==> config.mk <==
export PLATFORM = sky130hd
export DESIGN_NAME = eff_i2s_tx
export DESIGN_NICKNAME = d
export VERILOG_FILES = /design/src/rtl/eff_i2s_tx.sv
export SDC_FILE = /design/constraint.sdc
export NUM_CORES = 1
export LEC_CHECK = 0
export ABC_AREA = 1
export CAP_MARGIN = 20
export CORE_MARGIN = 10
export CORE_UTILIZATION = 60
export CTS_CLUSTER_DIAMETER = 40
export DETAILED_ROUTE_END_ITERATION = 6
export GPL_TIMING_DRIVEN = 0
export HOLD_SLACK_MARGIN = 0.15
export PLACE_DENSITY = 0.89
export SLEW_MARGIN = 20
export SYNTH_ARGS = -nofsm -noshare
export SYNTH_HDL_FRONTEND = slang
export SYNTH_SLANG_ARGS = --single-unit
==> constraint.sdc <==
create_clock -name clk -period 7.9 [get_ports clk]
set_input_delay 1.58 -clock clk [delete_from_list [all_inputs] [get_ports clk]]
set_output_delay 1.58 -clock clk [all_outputs]
set_load 0.1 [all_outputs]
==> src/rtl/eff_i2s_tx.sv <==
// I2S transmitter at the end of the effect chain: a 2-entry sample FIFO feeding a
// mono-to-stereo serialiser, with bclk/lrclk derived from clk by a free-running divider.
module eff_i2s_tx #(
  parameter int DATA_WIDTH = 8,
  parameter int SLOT_WIDTH = 16,
  parameter int CLK_DIV    = 2
) (
  input  logic                  clk,
  input  logic                  rst_n,
  input  logic [DATA_WIDTH-1:0] data_i,
  input  logic                  vld_i,
  output logic                  bclk,
  output logic                  lrclk,
  output logic                  sdata,
  output logic                  ovf,
  output logic                  udf
);

  localparam int DIV_W = (CLK_DIV > 1) ? $clog2(CLK_DIV) : 1;
  localparam int FRAME = 2 * SLOT_WIDTH;
  localparam int BIT_W = $clog2(FRAME);

  localparam logic [DIV_W-1:0] DIV_LAST = DIV_W'(CLK_DIV - 1);
  localparam logic [DIV_W-1:0] DIV_ONE  = DIV_W'(1);
  localparam logic [BIT_W-1:0] BIT_LAST = BIT_W'(FRAME - 1);
  localparam logic [BIT_W-1:0] BIT_ONE  = BIT_W'(1);
  localparam logic [BIT_W-1:0] SLOT     = BIT_W'(SLOT_WIDTH);
  localparam logic [BIT_W-1:0] SLOT_END = BIT_W'(SLOT_WIDTH - 1);

  logic [DIV_W-1:0]      div_cnt_q, div_cnt_d;
  logic                  bclk_q, bclk_d;
  logic [BIT_W-1:0]      bit_cnt_q, bit_cnt_d;
  logic                  lrclk_q, lrclk_d;
  logic                  sdata_q, sdata_d;
  logic                  ovf_q, ovf_d;
  logic                  udf_q, udf_d;
  logic [DATA_WIDTH-1:0] held_q, held_d;
  logic [DATA_WIDTH-1:0] mem_q [0:1];
  logic [DATA_WIDTH-1:0] mem_d [0:1];
  logic [1:0]            cnt_q, cnt_d;

  logic                  tick, fall, load, pop, push;
  logic [BIT_W-1:0]      k, pos;

  assign tick = (div_cnt_q == DIV_LAST);
  assign fall = tick && bclk_q;
  assign k    = (bit_cnt_q == BIT_LAST) ? '0 : bit_cnt_q + BIT_ONE;
  assign load = fall && (k == BIT_ONE);
  assign pop  = load && (cnt_q != 2'd0);
  // A full FIFO still accepts a push when the same cycle pops.
  assign push = vld_i && ((cnt_q != 2'd2) || pop);

  always_comb begin
    div_cnt_d = tick ? '0 : div_cnt_q + DIV_ONE;
    bclk_d    = tick ? ~bclk_q : bclk_q;
    bit_cnt_d = fall ? k : bit_cnt_q;
    lrclk_d   = fall ? (k >= SLOT) : lrclk_q;
    held_d    = pop ? mem_q[0] : held_q;
    udf_d     = load && (cnt_q == 2'd0);
  end

  // Bit position within the slot word; k=0 carries the last bit of the right slot.
  always_comb begin
    pos = '0;
    if (k == '0)
      pos = SLOT_END;
    else if (k <= SLOT)
      pos = k - BIT_ONE;
    else
      pos = k - BIT_ONE - SLOT;
  end

  always_comb begin
    sdata_d = sdata_q;
    if (fall) begin
      sdata_d = 1'b0;
      for (int i = 0; i < DATA_WIDTH; i++)
        if (pos == BIT_W'(i)) sdata_d = held_d[DATA_WIDTH-1-i];
    end
  end

  always_comb begin
    mem_d = mem_q;
    cnt_d = cnt_q;
    ovf_d = ovf_q | (vld_i && !push);
    if (pop) begin
      mem_d[0] = mem_q[1];
      cnt_d    = cnt_q - 2'd1;
    end
    if (push) begin
      if (cnt_d == 2'd0) mem_d[0] = data_i;
      else               mem_d[1] = data_i;
      cnt_d = cnt_d + 2'd1;
    end
  end

  always_ff @(posedge clk or negedge rst_n) begin
    if (!rst_n) begin
      div_cnt_q <= '0;
      bclk_q    <= 1'b0;
      bit_cnt_q <= BIT_LAST;
      lrclk_q   <= 1'b0;
      sdata_q   <= 1'b0;
      ovf_q     <= 1'b0;
      udf_q     <= 1'b0;
      held_q    <= '0;
      mem_q[0]  <= '0;
      mem_q[1]  <= '0;
      cnt_q     <= 2'd0;
    end else begin
      div_cnt_q <= div_cnt_d;
      bclk_q    <= bclk_d;
      bit_cnt_q <= bit_cnt_d;
      lrclk_q   <= lrclk_d;
      sdata_q   <= sdata_d;
      ovf_q     <= ovf_d;
      udf_q     <= udf_d;
      held_q    <= held_d;
      mem_q     <= mem_d;
      cnt_q     <= cnt_d;
    end
  end

  assign bclk  = bclk_q;
  assign lrclk = lrclk_q;
  assign sdata = sdata_q;
  assign ovf   = ovf_q;
  assign udf   = udf_q;

endmodule

# [Yosys cells after proc, flatten, opt, wreduce, memory -nomap -nowiden]
# Cells that the tools add are included.
[totals] output_inout_bits=5 romBits=0 register_bits=37 word_cells=65 n_memories=0 latch_bits=0 mem_bits_rw=0 in_bits=11
[classes] n_eq_ne=10 n_div=0 bitwise=3 shifts=0 multipliers=0 n_addsub=6 reduce_logical=14 muxes=19 order_cmp=2
[ops] operator="two-way mux 8 bit" count=4
[ops] operator="equality test 5 x 3 -> 1 bit (second input constant)" count=4
[ops] operator="two-way mux 16 bit" count=1
[ops] operator="two-way mux 5 bit" count=3
[ops] operator="equality test 5 x 1 -> 1 bit (second input constant)" count=2
[ops] operator="equality test 5 x 2 -> 1 bit (second input constant)" count=2
[ops] operator="zero test 5 bit" count=2
[ops] operator="two-way mux 1 bit" count=9
[ops] operator="logical AND 1 bit" count=6
[ops] operator="adder 5 x 1 -> 5 bit (second input constant)" count=1
[ops] operator="equality test 5 bit (second input constant)" count=1
[ops] operator=">= comparator 5 bit (second input constant)" count=1
[ops] operator="<= comparator 5 bit (second input constant)" count=1
[ops] operator="subtractor 5 x 1 -> 5 bit (second input constant)" count=1
[ops] operator="subtractor 5 bit (second input constant)" count=1
[ops] operator="zero test 2 bit" count=2
[ops] operator="two-way mux 2 bit" count=2
[ops] operator="adder 2 x 1 -> 2 bit (second input constant)" count=1
[ops] operator="!= test 2 bit (second input constant)" count=1
[ops] operator="NOT 1 bit" count=2
[ops] operator="AND reduction 2 bit" count=1
[ops] operator="nonzero test 2 bit" count=1
[ops] operator="subtractor 2 x 1 -> 2 bit (second input constant)" count=1
[ops] operator="adder 1 bit (second input constant)" count=1
[ops] operator="other kinds (3)" count=3

# [Longest topological paths before layout]
[logic_depth] depth_word=15 ltp_mapped=21 depth_no_buf=18

# [Least setup slack after synthesis]
# Ideal clock, no wire load.
[synth_timing] path_kind="register to register" from="reg bit_cnt_q[0]" to="reg mem_q[5] in the netlist's numbering" setup_time_ns=0.117 t_arrival_ns=2.962 required_time_ns=7.783 setup_slack_ns=4.821 n_path_buf=4 synth_period_minus_slack_ns=3.079 path_stages_with_launch=20 cell_sequence="dfstp_2 > ha_1 > nand2_2 > nor2_1 > ha_1 > inv_2 > a21oi_2 > nand2_2 > nor2_8 > nand3_4 > buf_2 > buf_2 > o21ai_1 > inv_1 > ha_1 > or2_1 > buf_6 > buf_6 > nand2_2 > o21ai_2"
[synth_between] elab_chain_len=9 word_cells_on_any_way=12 classes_between="1 x add/sub; 2 x eq/ne; 2 x mux; 1 x bitwise; 6 x reduce/logical"
[synth_lines] item="start, declared" line_no="32" text="logic [BIT_W-1:0] bit_cnt_q, bit_cnt_d;"
[synth_lines] item="start signal, assigned" line_no="113" text="bit_cnt_q <= bit_cnt_d;"
[synth_lines] item="adder 5 x 1 -> 5 bit or equality test 5 bit (tied branches)" line_no="47" text="assign k = (bit_cnt_q == BIT_LAST) ? '0 : bit_cnt_q + BIT_ONE;"
[synth_lines] item="two-way mux 5 bit *" line_no="47"
[synth_lines] item="equality test 5 x 1 -> 1 bit *" line_no="48" text="assign load = fall && (k == BIT_ONE);"
[synth_lines] item="logical AND 1 bit *" line_no="48"
[synth_lines] item="logical AND 1 bit *" line_no="49" text="assign pop = load && (cnt_q != 2'd0);"
[synth_lines] item="two-way mux 2 bit" line_no="86" text="if (pop) begin"
[synth_lines] item="zero test 2 bit" line_no="91" text="if (cnt_d == 2'd0) mem_d[0] = data_i;"
[synth_lines] item="NOT 1 bit (no line)"
[synth_lines] item="AND reduction 2 bit (no line) *"
[synth_lines] item="end signal, assigned" line_no="119" text="mem_q <= mem_d;"
[synth_lines] item="end, declared" line_no="38" text="logic [DATA_WIDTH-1:0] mem_q [0:1];"
# Every way passes the cells marked *; elsewhere a longest branch is shown, timed or not.
# A chain may end at the register's enable or synchronous reset.

# [Worst setup path after layout]
# Ends and elaborated chain as after synthesis.

==> qor.csv <==
stage,metric,value,unit
placement,HPWL Detailed,2850,um
sta,Setup Viol. Count Final,0,
pwr,Pint,0.000414,W
sta,fin crit share,0.443,
critical_path,CP max FO,10,
sta,RSZ-0062 raised after global routing,no,
pwr,clock network power share,0.267,
cts,CTS max path bufs,2,
global_routing,met2 Resource Use GR,0.228,
sta,Period minus WS final,3500,ps
placement,Post-Place Setup Slack,4470,ps
global_routing,M1 GR Usage,0.146,
layout,antenna cells,0,
pwr,maximum vdd drop,217,uV
global_routing,largest net degree at the start of global routing,25,
yosys,Avg Inst Size Synth,8.27,um2
yosys,asr flop ratio synth,1.00,
routing,drt pass-1 iters,4,
global_routing,met3 Usage GRT,0.0426,
sta,Slew HR,0.350,
routing,Detail Route Antenna Nets,0,
cts,Post-CTS Resized,0,
pwr,switch share,0.318,
cts,CTS tree,built,
yosys,net count after synthesis,256,
cts,H-tree levels,2,
placement,placed insts,299,
placement,count of input and output buffers,15,
sta,final hold vios,0,
layout,non-filler cells in the finished layout,307,
yosys,ys flop type,dfrtp_1,
floorplanning,I/O Pins,16,
pwr,power density over cell area,263,nW/um2
layout,area delta synth->final,16.7,%
yosys,Post-synth EDFFs,0,
floorplanning,initial core utilization,0.637,
sta,fmax,286,MHz
pwr,Overall Power,0.000608,W
pwr,Switch Pwr,0.000193,W
global_routing,Total Routing Usage GR,0.130,
sta,TNS Setup,0,ps
global_routing,"Remaining Overflow, GRT",0,
yosys,post-synth cell types,29,
cts,TritonCTS sink count,37,
worst_hold_path,Hold Path Class,flop to flop,
global_routing,global route hottest layer,met2,
status,outcome,completed,
routing,vias after detailed routing,1576,
routing,Post-Route WL,3750,um
cts,Clock Latency Late Sink,340,ps
cts,CTS Hold Bufs,0,
layout,share of cells above drive strength 1,0.179,
global_routing,global-route wire length before repair,6530,um
routing,vias per cell,5.13,
pwr,Static Leak,1.22,nW
sta,Clock Skews,7.19,ps
yosys,Ys Warns,0,
job,max_cap viols,0,
sta,worst-margin pin slew,972,ps
critical_path,crit path DAT,3740,ps
sta,Final Max Slew Viols,0,
sta,Final WS setup,4400,ps
critical_path,Startpoint Class,flop,
floorplanning,Die Wd,77.4,um
layout,Nets,279,
cts,Num CTS Buffers,5,
cts,clock root cell,clkbuf_4,
floorplanning,number of core rows,20,
floorplanning,area of the core,3100,um2
routing,Wirelength per Cell,12.2,um
yosys,cell area after synthesis,1980,um2
global_routing,number of global-route vias before repair,1522,
routing,DRC errors left,0,
critical_path,worst path required time,8150,ps
routing,Initial DRC Count,111,
floorplanning,full die area,5990,um2
global_routing,antenna violations before repair,0,
placement,routability-driven placement congestion ratio,0.905,
critical_path,Crit. End Element,flop,
critical_path,crit path kind,flop to flop,
yosys,sequential area share after synthesis,0.472,
cts,Worst-path clk slew,110,ps
yosys,post-synthesis register bit count,37,
cts,Setup Buffers After CTS,0,
pwr,combinational power share,0.291,
floorplanning,DIE HEIGHT,77.4,um
yosys,Post-Synthesis Cells,239,
pwr,Flop pwr share,0.442,
[path summary, 6_finish.rpt]
kind | end | slack, ps | startpoint | cells after the start
min in group asynchronous | udf | 1130 | rst_n | 1
max | mem_q[5] | 4400 | bit_cnt_q[0] | 19
max reg2reg | mem_q[5] | 4400 | bit_cnt_q[0] | 19
max in group asynchronous | mem_q[2] | 6340 | rst_n | 2
min | div_cnt_q | 450 | div_cnt_q | 1
min reg2reg | div_cnt_q | 450 | div_cnt_q | 1
[worst max-delay path, cell delays in order, from the launching register on]
cell     delay (ps)
dfstp_2         610
ha_1            210
nand2_2          90
nor2_1          170
ha_1            250
inv_2            80
a21oi_2         180
nand2_2         130
nor2_8          150
nand3_4         100
buf_2           210
buf_2           200
o21ai_1         140
inv_1            70
ha_1            190
or2_1           240
buf_6           140
buf_6           150
nand2_2          60
o21ai_2          50
[flip-flops by register name, summed over array words and instances (netlist names)]
register,cells
sdata,1
ovf,1
udf,1
cnt_q,2
div_cnt_q,1
bclk,1
bit_cnt_q,5
held_q,8
mem_q,16
lrclk,1
[cell families after synthesis]
family                     Yosys count  synth area share
buffers and inverters               48             0.101
and+or+nand+nor                    115             0.278
adders and majority gates            6            0.0380
xor gates and xnor gates             2           0.00887
AOI/OAI and AO/OA                   31             0.102
DFF                                 37             0.472
[area by class of cell]
| type | instances | area (um2) |
|---|---|---|
| flip-flops and latches | 37 | 932 |
| multi-input cells | 154 | 843 |
| fillers | 246 | 797 |
| repair buffers | 16 | 173 |
| inverters | 41 | 154 |
| clock inverters | 3 | 65.1 |
| well taps | 44 | 55.1 |
| plain buffers | 7 | 46.3 |
| clock buffers | 5 | 37.5 |
[cells in the mapped netlist (2+ instances only)]
master	count	share of area
a31oi_1	3	0.0095
and2_1	6	0.019
buf_2	4	0.010
buf_6	2	0.011
dfrtp_1	32	0.41
dfstp_2	5	0.066
ha_1	6	0.038
inv_1	37	0.070
inv_2	3	0.0057
nand2_1	55	0.10
nand2_2	9	0.028
nand3_1	14	0.035
nand4_1	7	0.022
nor2_1	18	0.034
o211ai_1	2	0.0076
o21ai_0	12	0.030
o21ai_1	4	0.010
o21ai_2	8	0.035
xor2_1	2	0.0089
[per-stage QoR]
stage / hold WS (ps) / util / cell area (um2)
2_1_floorplan: 417 / - / 1980
3_3_place_gp: 434 / 0.703 / 2180
3_5_place_dp: 438 / 0.710 / 2200
4_1_cts: 455 / 0.743 / 2310
5_1_grt: 486 / 0.743 / 2310
6_report: 448 / 0.743 / 2310
[metal layers]
layer / wire length [um] / share of wire
met5: 0 / 0
met4: 55 / 0.015
met3: 146 / 0.039
met2: 1940 / 0.52
met1: 1610 / 0.43
[placed cells by master (no fill, tap or decap), types with 2 or more instances in the layout]
master	instances
a31oi_1	3
and2_1	6
buf_2	5
buf_6	2
bufinv_16	2
clkbuf_4	5
clkdlybuf4s50_1	14
dfrtp_1	32
dfstp_2	5
ha_1	6
inv_1	37
inv_2	3
nand2_1	55
nand2_2	9
nand3_1	14
nand4_1	7
nor2_1	18
o211ai_1	2
o21ai_0	12
o21ai_1	4
o21ai_2	8
xor2_1	2
[power by group through the flow]
stage	logic [W]	clock network, W	registers [W]
detailed placement	0.000177	0	0.000272
finish	0.000177	0.000162	0.000269
CTS	0.000178	0.000164	0.000269
floorplan	0.000135	0	0.000269
global route	0.000199	0.000173	0.000275
global placement	0.000164	0	0.000269
(Power assumes the default switching activity.)
==> edit 1 (config.mk and constraints unchanged) <==
Add an input register stage for `data_i` and `vld_i`; this delays them by one clock.
--- a/src/rtl/eff_i2s_tx.sv
+++ b/src/rtl/eff_i2s_tx.sv
@@ -27,6 +27,14 @@
   localparam logic [BIT_W-1:0] SLOT     = BIT_W'(SLOT_WIDTH);
   localparam logic [BIT_W-1:0] SLOT_END = BIT_W'(SLOT_WIDTH - 1);
 
+  logic [DATA_WIDTH-1:0] data_q;
+  logic vld_q;
+
+  always_ff @(posedge clk) begin
+    data_q <= data_i;
+    vld_q  <= vld_i;
+  end
+
   logic [DIV_W-1:0]      div_cnt_q, div_cnt_d;
   logic                  bclk_q, bclk_d;
   logic [BIT_W-1:0]      bit_cnt_q, bit_cnt_d;
@@ -48,7 +56,7 @@
   assign load = fall && (k == BIT_ONE);
   assign pop  = load && (cnt_q != 2'd0);
   // A full FIFO still accepts a push when the same cycle pops.
-  assign push = vld_i && ((cnt_q != 2'd2) || pop);
+  assign push = vld_q && ((cnt_q != 2'd2) || pop);
 
   always_comb begin
     div_cnt_d = tick ? '0 : div_cnt_q + DIV_ONE;
@@ -82,14 +90,14 @@
   always_comb begin
     mem_d = mem_q;
     cnt_d = cnt_q;
-    ovf_d = ovf_q | (vld_i && !push);
+    ovf_d = ovf_q | (vld_q && !push);
     if (pop) begin
       mem_d[0] = mem_q[1];
       cnt_d    = cnt_q - 2'd1;
     end
     if (push) begin
-      if (cnt_d == 2'd0) mem_d[0] = data_i;
-      else               mem_d[1] = data_i;
+      if (cnt_d == 2'd0) mem_d[0] = data_q;
+      else               mem_d[1] = data_q;
       cnt_d = cnt_d + 2'd1;
     end
   end
Function: changed (Yosys sat finds a counterexample within 4 cycles, from zero or initial values and one cycle with rst_n low).
==> edit 1 against the unedited design <==
- total power grew 2.7%
- routed wire length is 4.3% lower
- setup slack improved by 0.028 ns
- clock power decreased by 12%
- final area rose by 6.2%
- sequential cell count increased by 9
- synthesized area grew 8.6%
- highest routed layer unchanged
==> edit 1: results (changes against the unedited design) <==
comb_multi_in 142 (-7.8%); Max Clock Skew 0.0104 ns (+0.00325 ns); xor and xnor area share after synthesis 0.816% (-0.070 points); Multi-input gate area 828 µm² (-1.8%); VDD IR max 0.174 mV (-20%); Buffers excl. clock 22 (-4.3%); Power Sequential 0.315 mW (+17%); sequential cell area fraction in the yosys report 51.8% (+4.7 points); worst slew pin tran 0.967 ns (-0.00545 ns); Clock buffers and inverters, area share 3.32% (-1.1 points); r2r setup slk 4.90 ns (+0.50 ns); Tot GR Track Use 12.5% (-0.53 points); met1 wire length 1630 µm (+1.4%); Worst setup startpoint bclk; gpl congestion 0.781 (-14%); status complete, no violations; FF-to-FF Start bit_cnt_q[1]; post-synthesis mux area share 2.10% (+2.1 points); sequential standard cell area 0.00111 mm² (+19%); CTS clk-pin slew, worst paths 0.13 ns (+0.02 ns); stage delay of the slowest cell on the critical path 1.14 ns (+0.53 ns); pre-CTS WS 4.81 ns (+0.337 ns); biggest regs mem_q (16), data_q (8), held_q (8); fraction of layout cells with a size suffix above 1 15.5% (-2.4 points); Area contributors post-synth dfrtp_1 (37%), nand2_1 (8.6%), dfxtp_1 (8.4%); met3 WL 131 µm (-10%); crit-path max FO 3 (-7)
edit 1: cell families (layout without fill, tap and decap cells):
| family | count (synthesis) | in the layout |
|---|---|---|
| AO/OA/AOI/OAI | 36 | 36 |
| AND/OR/NAND/NOR | 92 | 92 |
| buffers and inverters | 46 | 70 |
| adder cells (fa/ha/maj) | 9 | 9 |
| multiplexers | 3 | 3 |
| XOR/XNOR | 2 | 2 |
| flip-flops | 46 | 46 |
edit 1: through the flow:
stage / std cells / hold WS, ns / cell area [µm²]
after floorplan: 234 / 0.435 / 2150
after global placement: 295 / 0.446 / 2350
after detailed placement: 296 / 0.451 / 2370
after CTS: 304 / 0.469 / 2450
after global routing: 304 / 0.486 / 2450
final: 304 / 0.467 / 2450
edit 1: routing by layer:
metal	global-route usage, %	up-vias
li1	-	783
met1	14.7	677
met2	21.5	22
met3	3.27	5
met4	4.40	0
met5	0	-
==> edit 2 (config.mk and constraints unchanged) <==
Made on the original files. Set the parameter `CLK_DIV` to 1 (it was 2).
--- a/src/rtl/eff_i2s_tx.sv
+++ b/src/rtl/eff_i2s_tx.sv
@@ -3,7 +3,7 @@
 module eff_i2s_tx #(
   parameter int DATA_WIDTH = 8,
   parameter int SLOT_WIDTH = 16,
-  parameter int CLK_DIV    = 2
+  parameter int CLK_DIV    = 1
 ) (
   input  logic                  clk,
   input  logic                  rst_n,
Formal check against the unedited RTL: not equivalent (Yosys sat finds a counterexample within 4 cycles, from zero or initial values and one cycle with rst_n low).
==> edit 2 against the unedited design <==
- clock skew is 0.0038 ns lower
- final cell count is 2.0% lower
- setup slack worse by 0.051 ns
- via count is 3.7% lower
- routed wire length is 5.6% lower
- final area is 4.4% lower
- sequential cell count is 1 lower
- synthesized area is 2.2% lower
- register-to-register slack better by 0.17 ns
- sequential share of layout area is 0.75 points higher
- total power is 17% lower
- critical path type is now reg2out
- largest power group unchanged
- highest routed layer unchanged
==> edit 2: results (changes against the unedited design) <==
Critical Path Slowest Stage Cell clkdlybuf4s50_1; routed length per instance 11.7 µm (-3.8%); global-route wire length before repair 6490 µm (-0.64%); routed wire length 3540 µm (-5.6%); critical path data arrival time 1.97 ns (-1.77 ns); pre-CTS WS 4.60 ns (+0.128 ns); synth cell count leaders nand2_1 (70), inv_1 (39), dfrtp_1 (31); VDD IR max 0.214 mV (-1.3%); Tot GR Track Use 13.1% (+0.090 points); vias in the first global route 1538 (+1.1%); status complete, no violations; initial DRC count 73 (-34%); Synthesized Nets 253 (-1.2%); fraction of layout cells with a size suffix above 1 13.6% (-4.3 points); Area contributors post-synth dfrtp_1 (40%), nand2_1 (14%), inv_1 (7.6%); largest net degree at the start of global routing 26 (+4.0%); fin nets 276 (-1.1%); Synth Area per Inst 8.30 µm² (+0.37%); stage delay of the slowest cell on the critical path 1.17 ns (+0.56 ns); Leak 1.12 nW (-8.4%); cell total after placement 293 (-2.0%); worst slew pin tran 0.971 ns (-0.00160 ns); worst hold slack 0.479 ns (+0.0308 ns); hpwl dp 2640 µm (-7.5%); final setup margin 4.35 ns (-0.0511 ns); gpl congestion 0.895 (-1.1%); sequential cell area fraction in the yosys report 46.9% (-0.26 points); Max Clock Skew 0.00336 ns (-0.00383 ns); Yosys cell types 27 (-6.9%)
==> edit 2: tightest hold or removal path: stages (launching register included) <==
cell and delay [ns]:
dfstp_2 0.39, nand2_1 0.06, nand2_1 0.04
==> edit 2: cell type report <==
class	count	area (µm²)
buffer	6	45.0
clock buffer	7	45.0
clock inverter	1	5.00
fill	244	875
inverter	40	150
multi-input combinational	151	831
sequential	36	907
tap	44	55.1
timing repair buffer	16	165
==> edit 2: cell families (layout without fill, tap and decap cells) <==
group	Yosys count	count (layout)	share of synthesized area, %
flops	36	36	46.9
mux	1	1	0.776
buf+inv	46	70	10.1
simple gates	105	105	24.3
fa+ha+maj	9	9	5.83
compound gates	33	33	10.7
xor+xnor	3	3	1.36
==> edit 2: where the power goes <==
part           leakage (nW)  switching (mW)  total (mW)  internal, mW
sequential            0.427          0.0194       0.250         0.231
clock                0.0293          0.0617      0.0964        0.0347
combinational         0.662          0.0929       0.160        0.0669
total                  1.12           0.174       0.507         0.333
==> edit 2: metal layers <==
layer / routed length [µm] / vias up / track usage, %
li1: - / 770 / -
met1: 1640 / 715 / 14.7
met2: 1690 / 26 / 22.2
met3: 143 / 6 / 4.31
met4: 62 / 0 / 5.76
met5: 0 / - / 0
==> edit 2: path summary, 6_finish.rpt <==
check | start | end | depth (start not counted)
worst max-delay path | bclk | bclk | 1
worst max register to register | bit_cnt_q[0] | mem_q[0] | 13
worst min-delay path | bit_cnt_q[4] | bit_cnt_q[4] | 2
min in group asynchronous | rst_n | ovf | 1
worst min register to register | bit_cnt_q[4] | bit_cnt_q[4] | 2
max in group asynchronous | rst_n | bit_cnt_q[3] | 2
